==> src/rtl/fifo_pkg.sv <==
// Shared helpers for the synchronous FIFO: depth/pointer-width math and
// full/empty pointer comparisons on (ADDR_W+1)-bit wrap-bit pointers.
package fifo_pkg;

    localparam int PTR_EXTRA = 1;

    function automatic int fifo_depth(input int addr_w);
        return 1 << addr_w;
    endfunction

    function automatic int ptr_width(input int addr_w);
        return addr_w + PTR_EXTRA;
    endfunction

    // Full when only the wrap bit differs between the two pointers.
    function automatic logic ptr_full(input logic [31:0] w, input logic [31:0] r, input int addr_w);
        logic [31:0] wrap;
        logic [31:0] mask;
        wrap = 32'(1) << addr_w;
        mask = (wrap << 1) - 32'd1;
        return ((w ^ r) & mask) == wrap;
    endfunction

    function automatic logic ptr_empty(input logic [31:0] w, input logic [31:0] r, input int addr_w);
        logic [31:0] mask;
        mask = (32'(1) << (addr_w + 1)) - 32'd1;
        return ((w ^ r) & mask) == 32'd0;
    endfunction

endpackage

==> src/rtl/fifo_ptr_cnt.sv <==
// Wrap-bit pointer counter: W-bit up-counter with synchronous active-high
// reset and an increment enable; rolls over naturally at 2**W.
module fifo_ptr_cnt #(
    parameter int W = 6
) (
    input  logic         clk,
    input  logic         rst,
    input  logic         inc,
    output logic [W-1:0] value
);

    always_ff @(posedge clk) begin
        if (rst)
            value <= '0;
        else if (inc)
            value <= value + 1'b1;
    end

endmodule

==> src/rtl/sync_fifo_param.sv <==
// Parametrised single-clock FIFO with count, almost flags and sticky errors.
// Define SYNC_FIFO_FWFT_EN for first-word fall-through read behaviour.
module sync_fifo_param
    import fifo_pkg::*;
#(
    parameter int DATA_W    = 8,
    parameter int ADDR_W    = 5,
    parameter int AF_THRESH = 28,
    parameter int AE_THRESH = 4
) (
    input  logic              clk,
    input  logic              rst,
    input  logic              wr_en,
    input  logic [DATA_W-1:0] wr_data,
    input  logic              rd_en,
    output logic [DATA_W-1:0] rd_data,
    output logic              rd_valid,
    output logic              full,
    output logic              empty,
    output logic              almost_full,
    output logic              almost_empty,
    output logic [ADDR_W:0]   count,
    output logic              overflow,
    output logic              underflow,
    input  logic              err_clr
);

    localparam int PTR_W = ptr_width(ADDR_W);
    localparam int DEPTH = fifo_depth(ADDR_W);
    localparam logic [PTR_W-1:0] AF_T = PTR_W'(AF_THRESH);
    localparam logic [PTR_W-1:0] AE_T = PTR_W'(AE_THRESH);

    logic [DATA_W-1:0] mem [DEPTH];
    logic [PTR_W-1:0]  wptr;
    logic [PTR_W-1:0]  rptr;
    logic              push_ok;
    logic              pop_ok;

    assign full         = ptr_full(32'(wptr), 32'(rptr), ADDR_W);
    assign empty        = ptr_empty(32'(wptr), 32'(rptr), ADDR_W);
    assign count        = wptr - rptr;
    assign almost_full  = count >= AF_T;
    assign almost_empty = count <= AE_T;

    // Accept decisions use the registered full/empty, so a push into a full
    // FIFO is rejected even when a pop frees a slot in the same cycle.
    assign push_ok = wr_en && !full;
    assign pop_ok  = rd_en && !empty;

    fifo_ptr_cnt #(.W(PTR_W)) u_wptr (
        .clk   (clk),
        .rst   (rst),
        .inc   (push_ok),
        .value (wptr)
    );

    fifo_ptr_cnt #(.W(PTR_W)) u_rptr (
        .clk   (clk),
        .rst   (rst),
        .inc   (pop_ok),
        .value (rptr)
    );

    always_ff @(posedge clk) begin
        if (!rst && push_ok)
            mem[wptr[ADDR_W-1:0]] <= wr_data;
    end

    // A fresh error in the same cycle as err_clr keeps its flag set.
    always_ff @(posedge clk) begin
        if (rst) begin
            overflow  <= 1'b0;
            underflow <= 1'b0;
        end else begin
            overflow  <= (overflow && !err_clr) || (wr_en && full);
            underflow <= (underflow && !err_clr) || (rd_en && empty);
        end
    end

`ifdef SYNC_FIFO_FWFT_EN
    assign rd_data  = empty ? '0 : mem[rptr[ADDR_W-1:0]];
    assign rd_valid = !empty;
`else
    always_ff @(posedge clk) begin
        if (rst) begin
            rd_data  <= '0;
            rd_valid <= 1'b0;
        end else begin
            rd_valid <= pop_ok;
            if (pop_ok)
                rd_data <= mem[rptr[ADDR_W-1:0]];
        end
    end
`endif

endmodule

==> config.mk <==
export PLATFORM = sky130hd
export DESIGN_NAME = sync_fifo_param
export DESIGN_NICKNAME = d
export VERILOG_FILES = /design/src/rtl/fifo_pkg.sv /design/src/rtl/fifo_ptr_cnt.sv /design/src/rtl/sync_fifo_param.sv
export SDC_FILE = /design/constraint.sdc
export NUM_CORES = 1
export LEC_CHECK = 0
export ABC_AREA = 1
export BUFFER_PORTS_ARGS = -buffer_cell sky130_fd_sc_hd__buf_2
export CORE_MARGIN = 1.5
export CORE_UTILIZATION = 45
export CTS_CLUSTER_DIAMETER = 120
export DETAILED_ROUTE_END_ITERATION = 12
export PLACE_DENSITY = 0.59
export SYNTH_ARGS = -nofsm -noshare
export SYNTH_HDL_FRONTEND = slang
export SYNTH_SLANG_ARGS = --single-unit
==> constraint.sdc <==
create_clock -name clk -period 3.06 [get_ports clk]
set_input_delay 0.306 -clock clk [delete_from_list [all_inputs] [get_ports clk]]
set_output_delay 0.306 -clock clk [all_outputs]
set_load 0.01 [all_outputs]
Yosys cells after proc, flatten, opt, wreduce, memory -nomap -nowiden
Memories as Yosys holds them, arrays and structs flattened. A register that Yosys moved wholly into a read port is not among the register bits.
Index checks and enable logic that the tools add are counted.

word-level totals
  input bits = 13
  memories kept = 1
  bits in writable memories = 256
  bits in registers = 15

memory list
  memory  depth  width  read ports  clocked after Yosys merged registers in  wr ports  line                   text
  mem     32     8      1           1                                        1         sync_fifo_param.sv:33  logic [DATA_W-1:0] mem [DEPTH];

operators by class
  bitwise gates (word level) = 1
  add/sub/neg operators = 3
  mux-type cells = 2
  reduce and logical (&&, ||, !) cells = 14
  magnitude comparators = 2
  equal/unequal tests = 1

operators with widths
  cell                                                 count
  zero test 32 bit                                     1
  adder 6 x 1 -> 6 bit, second input constant          2
  logical AND 1 bit                                    7
  equality test 6 bit, second input constant           1
  >= comparator 6 x 5 -> 1 bit, second input constant  1
  <= comparator 6 x 3 -> 1 bit, second input constant  1
  subtractor 6 bit                                     1
  XOR 6 bit                                            1
  zero test 1 bit                                      4
  logical OR 1 bit                                     2
  2-to-1 mux 1 bit                                     2

Depth between registers and ports, before layout
Gate-level depths: netlist (run 1).

  depth in word-level cells = 7
  mapped depth = 15
  depth with buffers taken out = 12

Modules after synthesis
Synthesis (run 1) repeated with hierarchy kept, for this count alone.

unflattened totals
  cells, all modules = 1,207
  area total of the unflattened synthesis = 12,203.0 um2

by module, submodules not included
  module           area an instance (um2)  cells an instance  seq. area each (um2)  times used
  sync_fifo_param  11,680.0                1,135              7,907.6               1
  fifo_ptr_cnt     261.5                   36                 120.1                 2

Worst setup path after synthesis (run 1)
Ideal clock, no wire load.

  path kind = flip-flop to flip-flop
  start = register u_rptr.value[2]
  end = memory mem[28][0], enable pin
  period minus slack after synthesis = 2.661 ns
  path slack = 0.399 ns
  data required time = 2.690 ns
  setup time = 0.370 ns
  buffers on the path = 3
  data arrival time = 2.291 ns
  cell stages (with the launch flop) = 15
  path through = dfxtp_1 > buf_2 > inv_1 > buf_2 > buf_2 > ha_1 > nand2_1 > nor2_1 > nand2_2 > inv_2 > nor2_4 > inv_2 > nor2_8 > nand2_4 > nor2_1

between the ends
  longest elaborated chain between the ends = 7

RTL lines
  what                                    line                   text
  start, declared                         fifo_ptr_cnt.sv:9      output logic [W-1:0] value
  start signal, assigned                  fifo_ptr_cnt.sv:16     value <= value + 1'b1;
  XOR 6 bit                               fifo_pkg.sv:21         return ((w ^ r) & mask) == wrap;
  equality test 6 bit                     fifo_pkg.sv:21
  named net full                          sync_fifo_param.sv:18  output logic full,
  zero test 1 bit                         sync_fifo_param.sv:47  assign push_ok = wr_en && !full;
  logical AND 1 bit                       sync_fifo_param.sv:47
  logical AND 1 bit                       sync_fifo_param.sv:65  if (!rst && push_ok)
  2-to-1 mux 1 bit                        sync_fifo_param.sv:65
  2-to-1 mux 1 bit (not written as such)  sync_fifo_param.sv:66  mem[wptr[ADDR_W-1:0]] <= wr_data;
  end, declared                           sync_fifo_param.sv:33

The timed path passes the listed nets, and every way through them passes these cells.

Final worst setup path (run 1)
  start = register u_wptr.value[0]
  end = output almost_full

between the ends
  longest elaborated chain between the ends = 2

RTL lines
  what                          line                   text
  start, declared               fifo_ptr_cnt.sv:9
  start signal, assigned        fifo_ptr_cnt.sv:16
  subtractor 6 bit              sync_fifo_param.sv:41  assign count = wptr - rptr;
  >= comparator 6 x 5 -> 1 bit  sync_fifo_param.sv:42  assign almost_full = count >= AF_T;
  end, declared                 sync_fifo_param.sv:20  output logic almost_full,

No other way between the ends.

==> impl_results.md, run 1 <==
* Outcome: completed
* Inserted Clock Buffers at 29
* Clock Root Buffer: clkbuf_16
* Hold Crit Depth at 4
* Final ANT Viol Nets at 0
* Layout cell share with drive strength beyond 1 at 10.8%
* Clock skew at 8.00 ps
* Number of top-level pins at 34
* Placed Cells at 1539
* Initial antenna violation count at 0
* DR pass1 iterations at 5
* Fraction of registers with async set/reset at 0%
* Fmax at 0.364 GHz
* Reg2reg start: u_rptr.value[4]
* Later-pin clock latency in the skew report at 550 ps
* H-Tree Depth at 1
* LEAKAGE at 5.61 nW
* Synthesis Warnings at 0
* Port Buf Inserts at 33
* Max-Cap Viols at 0
* Post-Syn Area at 0.0121 mm^2
* Crit path buf inv count at 3
* Post-DP HPWL at 18100 um
* DR iter-0 viols at 759
* Post-synthesis cell count at 1184
* Peak VDD IR at 0.000424 V
* Crit Path Class: reg -> out
* Commonest cells after routing, fill and taps aside: nand2_1, edfxtp_1, nand3_1
* Antenna diodes at 0
* FF-to-FF setup slack at 550 ps
* Hold_sp: err_clr
* Crit path DAT at 2440 ps
* Layout Utilization at 52.3%
* Critical Path RT at 2750 ps
* Largest delay share family, worst path: adder cells
* Flops & latches, synth at 279
* NumNets Final at 1259
* Worst-path clk slew at 60 ps
* Initial Util at 46.1%
* Main flop type after synthesis: edfxtp_1
* CP Max Fanout at 5
* Worst-Margin Slew at 990 ps
* Crit path cell chain: inv_1 > ha_1 > fa_1 > o21ai_1 > xor2_1 > inv_1 > nand3_1 > nand2_1 > buf_2
* Final hold violations at 0
* Syn Nets at 1208
* Relative slew margins at 34.0%
* Startpoint types: flop
* Chip width at 167 um
* Clk sink count at 279
* Rows at 59
* GRT Resource Usage Total at 21.9%
* Area delta synth->final at 13.4%
* Core Box Area at 0.0263 mm^2
* Endpoints failing setup at 0
* Capturing point of the worst reg2reg path: mem[30][5]
* PD cells at 656 mW/mm^2
* Cts hold-fix bufs at 0
* Most frequent CP cell: inv_1
* Total routed wirelength at 30000 um
* Vias per inst at 5.13
* DRC viols at 0
* Max-slew violations at 0
* Die height at 167 um
* Final TNS setup at 0 ps
* First-pass GRT wire length at 46000 um
* Critical path's slowest cell: fa_1
* Unrepaired setup endpoints after global routing: false
* Die ar. at 0.0279 mm^2
* Max Root-Sink Buffers at 3
* Largest net degree at the start of global routing at 97
* Post-synth EDFFs at 256
* Crit end category: output port
* Fillers at 2407
* Final Non-Filler Cells at 1592
* Hold endpoint: overflow
* CTS tree: yes
* Period Utilization, post-route at 89.8%
* Routability cong. at 0.824
* DR WL/cell at 18.8 um
* Multi-input logic area at 0.00318 mm^2
* Critical path's largest stage delay at 430 ps
* Area occupied by registers at 0.00815 mm^2
* Netlist cell types at 32
* Synth Area per Inst at 10.2 um^2
* FF-to-FF path depth at 12
* Vias in the first global route at 8008
* Min cycle time layout at 2750 ps
* Grt ovf at 0
* Sequential-to-total area share from yosys stat at 67.2%
* Vias at 8161
* HP Class: in -> reg
* Most common cell after layout, fill and taps aside: nand2_1
## what timing repair did
| action | 4_1_cts | 5_1_grt |
|---|---|---|
| resized for setup | 0 | 2 |
| setup endpoints to repair | 0 | 3 |
| buffers inserted | 0 | 0 |
| endpoints found under the hold margin | 0 | 0 |
## stage by stage
step	power, W	setup slack (ps)	instance area, um^2	hold slack (ps)
after floorplan	0.00513	399	12100	405
after global placement	0.00552	480	12800	453
after detailed placement	0.00553	405	12800	457
after CTS	0.00910	218	13800	25.0
after global routing	0.00938	61.0	13800	50.2
final	0.00902	311	13800	42.9
## layout make-up
| class | count | share of cell area [%] |
|---|---|---|
| multi-input cells | 710 | 23.1 |
| clock buffers | 33 | 5.39 |
| clock inverters | 20 | 1.69 |
| inverters | 139 | 3.80 |
| well taps | 335 | 3.05 |
| flip-flops and latches | 279 | 59.3 |
| repair buffers | 76 | 3.64 |
## cell families after synthesis
family | synth area share [%]
and+or+nand+nor | 22.1
DFF | 67.2
buffers and inverters | 6.56
AOI/OAI and AO/OA | 2.49
adders and majority gates | 1.20
xor gates and xnor gates | 0.495
## where the power goes
group	switching [W]	leakage (nW)	internal (W)
clock	0.00142	0.469	0.00215
combinational	0.000873	2.65	0.000348
sequential	0.0000272	2.49	0.00420
## how the worst max path moves through the flow
stage	from	to	slack (ps)	cells past startpoint
after CTS	u_rptr.value[4]	almost_empty	220	7
after detailed placement	u_rptr.value[4]	mem[30][5]	400	12
after global routing	u_wptr.value[0]	almost_full	60	9
after global placement	u_rptr.value[4]	mem[30][6]	480	12
final	u_wptr.value[0]	almost_full	310	9
after floorplan	u_rptr.value[2]	mem[28][0]	400	14
## registers in the layout (all words and copies together), names as in the netlist
signal	count
mem	256
rd_data	8
u_rptr.value	6
u_wptr.value	6
overflow	1
rd_valid	1
underflow	1
## cell usage after synthesis, types with 3 or more instances
library cell,instances,area [um^2]
a21oi_1,35,175
buf_1,6,22.5
buf_2,33,165
buf_4,6,45.0
clkbuf_1,11,41.3
clkinv_1,3,11.3
dfxtp_1,23,460
edfxtp_1,256,7690
ha_1,10,125
inv_1,133,499
inv_2,3,11.3
nand2_1,368,1380
nand2_4,4,45.0
nand3_1,164,821
nor2_1,92,345
o21ai_0,15,75.1
xor2_1,4,35.0
## worst reg2reg max path: stages (launching register included)
cell and delay [ps]:
dfxtp_2 420, inv_1 190, ha_1 390, nand3_1 100
nor2_1 60, nand2_2 80, inv_2 50, nor2_4 150
inv_2 100, nor2_8 160, nand2_4 170, nor2_1 160
buf_4 200
## metal layers
layer / part of all wire (%) / track usage, % / up-vias
met5: 0 / 0 / -
met4: 2.6 / 6.23 / 0
met3: 5.2 / 2.95 / 47
met2: 47 / 36.4 / 238
met1: 45 / 30.2 / 3883
li1: - / - / 3993
(Power assumes the default switching activity.)
==> run 2: changes to the inputs <==
--- a/config.mk
+++ b/config.mk
@@ -11,7 +11,8 @@
 export CORE_UTILIZATION = 45
 export CTS_CLUSTER_DIAMETER = 120
 export DETAILED_ROUTE_END_ITERATION = 12
-export PLACE_DENSITY = 0.59
+export PLACE_DENSITY = 0.62
+export SKIP_CTS_REPAIR_TIMING = 1
 export SYNTH_ARGS = -nofsm -noshare
 export SYNTH_HDL_FRONTEND = slang
 export SYNTH_SLANG_ARGS = --single-unit
==> run 2 against run 1 <==
  * Clock skew up 9.2 ps
  * Flip-flop and latch count did not move
  * Cell count did not move
  * First-iteration DRC count is 9.7% higher
  * Via count up 1.6%
  * Wire length rose by 1.3%
  * Die area stayed put
  * Critical path type unchanged
  * Critical endpoint unchanged
  * Highest routed layer unchanged
==> impl_results.md, run 2 (same netlist as run 1, synthesis figures left out) <==
* Unrepaired setup endpoints after global routing: false
* Max-Cap Viols at 0 (unchanged)
* Vias in the first global route at 7893 (-1.4%)
* Clock skew at 17.2 ps (+9.25 ps)
* Switch share at 26.3% (+0.56 points)
* Fin Hold WS at 53.1 ps (+10.2 ps)
* First-pass GRT wire length at 45900 um (about the same)
* Port Buf Inserts at 33 (unchanged)
* Routability cong. at 0.878 (+6.6%)
* Psw at 0.00236 W (+1.9%)
* HP Class: in -> reg
* CTS tree: yes
* Initial Util at 46.1% (unchanged)
* LEAKAGE at 5.60 nW (-0.13%)
* Relative slew margins at 39.5% (+5.4 points)
* Max reg flops at 256 (unchanged)
* Final ANT Viol Nets at 0 (unchanged)
* Post-DP HPWL at 18000 um (-0.34%)
* Final hold violations at 0 (unchanged)
* NumNets Final at 1259 (unchanged)
* Combinational share of power at 13.9% (+0.4 points)
* Critical Path RT at 2750 ps (about the same)
* Worst-Margin Slew at 908 ps (-81.6 ps)
* Rows at 59 (unchanged)
* Clock Root Buffer: clkbuf_16
* DR iter-0 viols at 833 (+9.7%)
* Endpoints failing setup at 0 (unchanged)
* Fmax at 0.347 GHz (-4.6%)
* Vias at 8295 (+1.6%)
* Die height at 167 um (unchanged)
* Placed Cells at 1538 (-0.065%)
* Clk sink count at 279 (unchanged)
* Chip width at 167 um (unchanged)
* Final Non-Filler Cells at 1592 (unchanged)
* Commonest cells after routing, fill and taps aside: nand2_1, edfxtp_1, nand3_1
* Max Root-Sink Buffers at 3 (unchanged)
* Startpoint types: flop
* Fillers at 2401 (-0.25%)
* Outcome: completed
* Multi-input logic area at 0.00318 mm^2 (unchanged)
* Grt ovf at 0 (unchanged)
* Vias per inst at 5.21 (+1.6%)
* Crit path DAT at 2570 ps (+130 ps)
* Peak VDD IR at 0.000417 V (-1.8%)
* DRC viols at 0 (unchanged)
* H-Tree Depth at 1 (unchanged)
* CP Max Fanout at 66 (+61)
* Area delta synth->final at 13.2%
* GRT Resource Usage Total at 21.9% (+0.056 points)
* DR pass1 iterations at 5 (unchanged)
* Total routed wirelength at 30400 um (+1.3%)
* Core Box Area at 0.0263 mm^2 (unchanged)
* Min cycle time layout at 2880 ps (+131 ps)
* Period Utilization, post-route at 94.1% (+4.3 points)
* Final TNS setup at 0 ps (unchanged)
* Internal at 0.00663 W (-1.1%)
* Later-pin clock latency in the skew report at 560 ps (about the same)
* Area occupied by registers at 0.00815 mm^2 (about the same)
* Worst-path clk slew at 70 ps (about the same)
* Layout cell share with drive strength beyond 1 at 10.7% (-0.080 points)
* Max-slew violations at 0 (unchanged)
* Crit Path Class: reg -> out
* Design Power at 0.00899 W (-0.30%)
* Most common cell after layout, fill and taps aside: nand2_1
* Clock Power Share at 39.1% (-0.5 points)
* Initial antenna violation count at 0 (unchanged)
* PD cells at 655 mW/mm^2 (-0.11%)
* Number of top-level pins at 34 (unchanged)
* Seq pwr share at 47.0% (about the same)
* DR WL/cell at 19.1 um (+1.3%)
* Antenna diodes at 0 (unchanged)
* Largest net degree at the start of global routing at 140 (+44%)
* Inserted Clock Buffers at 30 (+3.4%)
* Crit end category: output port
* Die ar. at 0.0279 mm^2 (unchanged)
==> run 2: cell types whose count changed in the layout (fill, tap and decap cells not counted) <==
cell and change:
buf_4 -1, bufinv_16 -2, clkbuf_1 +1, clkbuf_16 +2, clkinv_1 -1, clkinv_2 +5
clkinv_4 -2, clkinvlp_4 -1, dfxtp_1 +1, dfxtp_2 -1, inv_6 -1
==> run 2: area by class of cell <==
class	instances	share of cell area, %
clock buffer	36	5.79
timing repair buffer	75	3.59
inverter	139	3.81
clock inverter	18	1.17
multi-input combinational	710	23.2
tap	335	3.05
sequential	279	59.4
==> run 2: stage by stage <==
step | utilization (%) | cell area, um^2 | worst slack [ps]
floorplan | - | 12100 | 399
global placement | 48.6 | 12800 | 524
detailed placement | 48.6 | 12800 | 493
CTS | 52.2 | 13700 | 114
global route | 52.2 | 13700 | 17.1
finish | 52.2 | 13700 | 180
==> run 2: critical path, cell delays in order, from the launching register on <==
cell and delay [ps]:
dfxtp_2 320, buf_4 340, fa_1 550, o21ai_1 190
xor2_1 240, inv_1 90, nand3_1 90, nand2_1 60
buf_2 140
==> run 2: layer usage <==
layer	vias up	track usage [%]	routed length, um
met5	-	0	0
met4	0	7.64	880
met3	58	3.00	1610
met2	254	35.7	14400
met1	3993	30.4	13500
li1	3990	-	-
==> run 2: power groups by stage <==
| stage | clock network [W] | registers (W) | logic (W) |
|---|---|---|---|
| after CTS | 0.00357 | 0.00423 | 0.00125 |
| final | 0.00352 | 0.00423 | 0.00125 |
| after global placement | 0 | 0.00431 | 0.00123 |
| after global routing | 0.00371 | 0.00423 | 0.00139 |
| after floorplan | 0 | 0.00431 | 0.000815 |
| after detailed placement | 0 | 0.00431 | 0.00124 |
==> run 2: path summary, 6_finish.rpt <==
check	startpoint	endpoint	slack [ps]	depth (start not counted)
setup / recovery	u_rptr.value[1]	almost_full	180	8
hold / removal	err_clr	overflow	50	4
setup reg to reg	u_rptr.value[3]	mem[14][7]	440	11
hold reg to reg	rd_data[2]	rd_data[2]	460	2
==> run 3: changes to the inputs <==
--- a/config.mk
+++ b/config.mk
@@ -7,11 +7,13 @@
 export LEC_CHECK = 0
 export ABC_AREA = 1
 export BUFFER_PORTS_ARGS = -buffer_cell sky130_fd_sc_hd__buf_2
+export CELL_PAD_IN_SITES_DETAIL_PLACEMENT = 1
+export CELL_PAD_IN_SITES_GLOBAL_PLACEMENT = 1
 export CORE_MARGIN = 1.5
 export CORE_UTILIZATION = 45
 export CTS_CLUSTER_DIAMETER = 120
 export DETAILED_ROUTE_END_ITERATION = 12
-export PLACE_DENSITY = 0.62
+export PLACE_DENSITY = 0.74
 export SKIP_CTS_REPAIR_TIMING = 1
 export SYNTH_ARGS = -nofsm -noshare
 export SYNTH_HDL_FRONTEND = slang
==> run 3 against run 2 <==
  * Worst hold slack lost 14 ps
  * Fmax shrank 1.7%
  * First-iteration DRC count shrank 13%
  * Clock power grew 8.2%
  * Critical path depth grew 1
  * Die area is the same
  * Sequential share of layout area shrank 0.38 points
  * Setup slack lost 51 ps
  * Clock skew grew 2.1 ps
==> impl_results.md, run 3 (same netlist as run 1, synthesis figures left out) <==
* Later-pin clock latency in the skew report at 560 ps (about the same)
* Peak VDD IR at 0.000585 V (+40%)
* Area delta synth->final at 13.9%
* Core Box Area at 0.0263 mm^2 (unchanged)
* M1 WL at 13900 um (+3.0%)
* Antenna diodes at 0 (unchanged)
* DR WL/cell at 21.3 um (+12%)
* Initial Util at 46.1% (unchanged)
* CTS tree: yes
* Layout cell share with drive strength beyond 1 at 11.4% (+0.63 points)
* Min cycle time layout at 2930 ps (+50.8 ps)
* Final ANT Viol Nets at 0 (unchanged)
* DR pass1 iterations at 5 (unchanged)
* Clock skew at 19.3 ps (+2.07 ps)
* First-pass GRT wire length at 52500 um (+14%)
* Critical path's largest stage delay at 430 ps (-120 ps)
* FF-to-FF setup slack at 400 ps (-40 ps)
* Inserted Clock Buffers at 30 (unchanged)
* Fin Hold WS at 39.1 ps (-14.0 ps)
* Die ar. at 0.0279 mm^2 (unchanged)
* GRT Resource Usage Total at 25.0% (+3.0 points)
* Placed Cells at 1538 (unchanged)
* Clock Root Buffer: clkbuf_16
* Final Non-Filler Cells at 1593 (+0.063%)
* Unrepaired setup endpoints after global routing: false
* Port Buf Inserts at 33 (unchanged)
* Total routed wirelength at 34000 um (+12%)
* Largest net degree at the start of global routing at 92 (-34%)
* Routability cong. at 0.822 (-6.4%)
* Design area at 0.0138 mm^2 (+0.64%)
* Fmax at 0.341 GHz (-1.7%)
* Hold Crit Depth at 4 (unchanged)
* Post-DP HPWL at 20500 um (+14%)
* Most common cell after layout, fill and taps aside: nand2_1
* Initial antenna violation count at 0 (unchanged)
* Reg2reg start: u_rptr.value[3]
* LEAKAGE at 5.65 nW (+0.77%)
* Vias at 8504 (+2.5%)
* Outcome: completed
* FF-to-FF path depth at 11 (unchanged)
* H-Tree Depth at 1 (unchanged)
* Max-Cap Viols at 0 (unchanged)
* Max Root-Sink Buffers at 3 (unchanged)
* Vias per inst at 5.34 (+2.5%)
* Rows at 59 (unchanged)
* DRC viols at 0 (unchanged)
* Max-slew violations at 0 (unchanged)
* Routed wl met2 at 17300 um (+20%)
* Worst-Margin Slew at 977 ps (+68.6 ps)
* HP Class: in -> reg
* Clk sink count at 279 (unchanged)
* Hold_sp: err_clr
* DR iter-0 viols at 726 (-13%)
* Chip width at 167 um (unchanged)
* Crit Path Class: reg -> out
* Crit end category: output port
* Relative slew margins at 34.9% (-4.6 points)
* CP Max Fanout at 5 (-92%)
* Endpoints failing setup at 0 (unchanged)
* Final hold violations at 0 (unchanged)
* Critical path's slowest cell: dfxtp_1
* Critical Path RT at 2750 ps (about the same)
* Crit path DAT at 2630 ps (+60 ps)
* Number of top-level pins at 34 (unchanged)
* Metal3 WL at 1900 um (+18%)
* Startpoint types: flop
* Worst-path clk slew at 60 ps (about the same)
* Vias in the first global route at 8950 (+13%)
* Crit path cell chain: inv_1 > ha_1 > fa_1 > o21ai_0 > xor2_1 > inv_1 > nand3_1 > nand2_1 > buf_2
* Period Utilization, post-route at 95.8% (+1.7 points)
* Final TNS setup at 0 ps (unchanged)
* Uppermost layer routed: met4
* Commonest cells after routing, fill and taps aside: nand2_1, edfxtp_1, nand3_1
* NumNets Final at 1259 (unchanged)
* Die height at 167 um (unchanged)
* Grt ovf at 0 (unchanged)
* Area after DPL at 0.0128 mm^2 (unchanged)
* PD cells at 675 mW/mm^2 (+3.0%)
* Layout Utilization at 52.6% (+0.33 points)
* Most frequent CP cell: inv_1
* Max reg flops at 256 (unchanged)
* Hold endpoint: overflow
* Capturing point of the worst reg2reg path: mem[19][0]
==> run 3: changes by cell type in the layout (fill, tap and decap cells not counted), sizes merged <==
cell      change
inv           +1
bufinv        +2
clkinvlp      +2
clkbuf        -3
clkinv        -1
==> run 3: per-layer routing <==
metal  vias to the layer above  GRT usage [%]
li1                       3994              -
met1                      4230           32.1
met2                       222           44.7
met3                        58           3.14
met4                         0           6.66
met5                         -              0
==> run 3: critical path, delay by kind of cell, from the launching register on <==
family	cells	cell delay [ps]
buf+inv	3	350
xor+xnor	1	240
flops	1	430
fa+ha+maj	2	680
simple gates	2	130
compound gates	1	240
==> run 3: worst max path at each step <==
| stage | startpoint | end | slack [ps] | cells after the start |
|---|---|---|---|---|
| after CTS | u_wptr.value[0] | almost_full | 150 | 9 |
| final | u_wptr.value[0] | almost_full | 130 | 9 |
| after floorplan | u_rptr.value[2] | mem[28][0] | 400 | 14 |
| after global routing | u_wptr.value[0] | almost_full | 20 | 9 |
| after detailed placement | u_rptr.value[3] | mem[11][2] | 430 | 11 |
| after global placement | u_rptr.value[3] | mem[11][0] | 550 | 11 |
==> run 3: per-stage QoR <==
stage	setup slack [ps]	total power, W
after global placement	552	0.00556
final	129	0.00932
after CTS	155	0.00939
after detailed placement	431	0.00559
after global routing	19.6	0.00965
after floorplan	399	0.00513
==> run 3: layout make-up <==
type,count,area (um^2)
Clock buffer,33,793
Clock inverter,22,249
Fill cell,2881,12500
Inverter,139,523
Multi-Input combinational cell,710,3180
Sequential cell,279,8150
Tap cell,335,419
Timing Repair Buffer,75,493
==> run 3: where the power goes <==
part           internal, W  switching (W)
logic             0.000348       0.000936
clock network      0.00229        0.00152
registers          0.00420      0.0000282
total              0.00684        0.00248
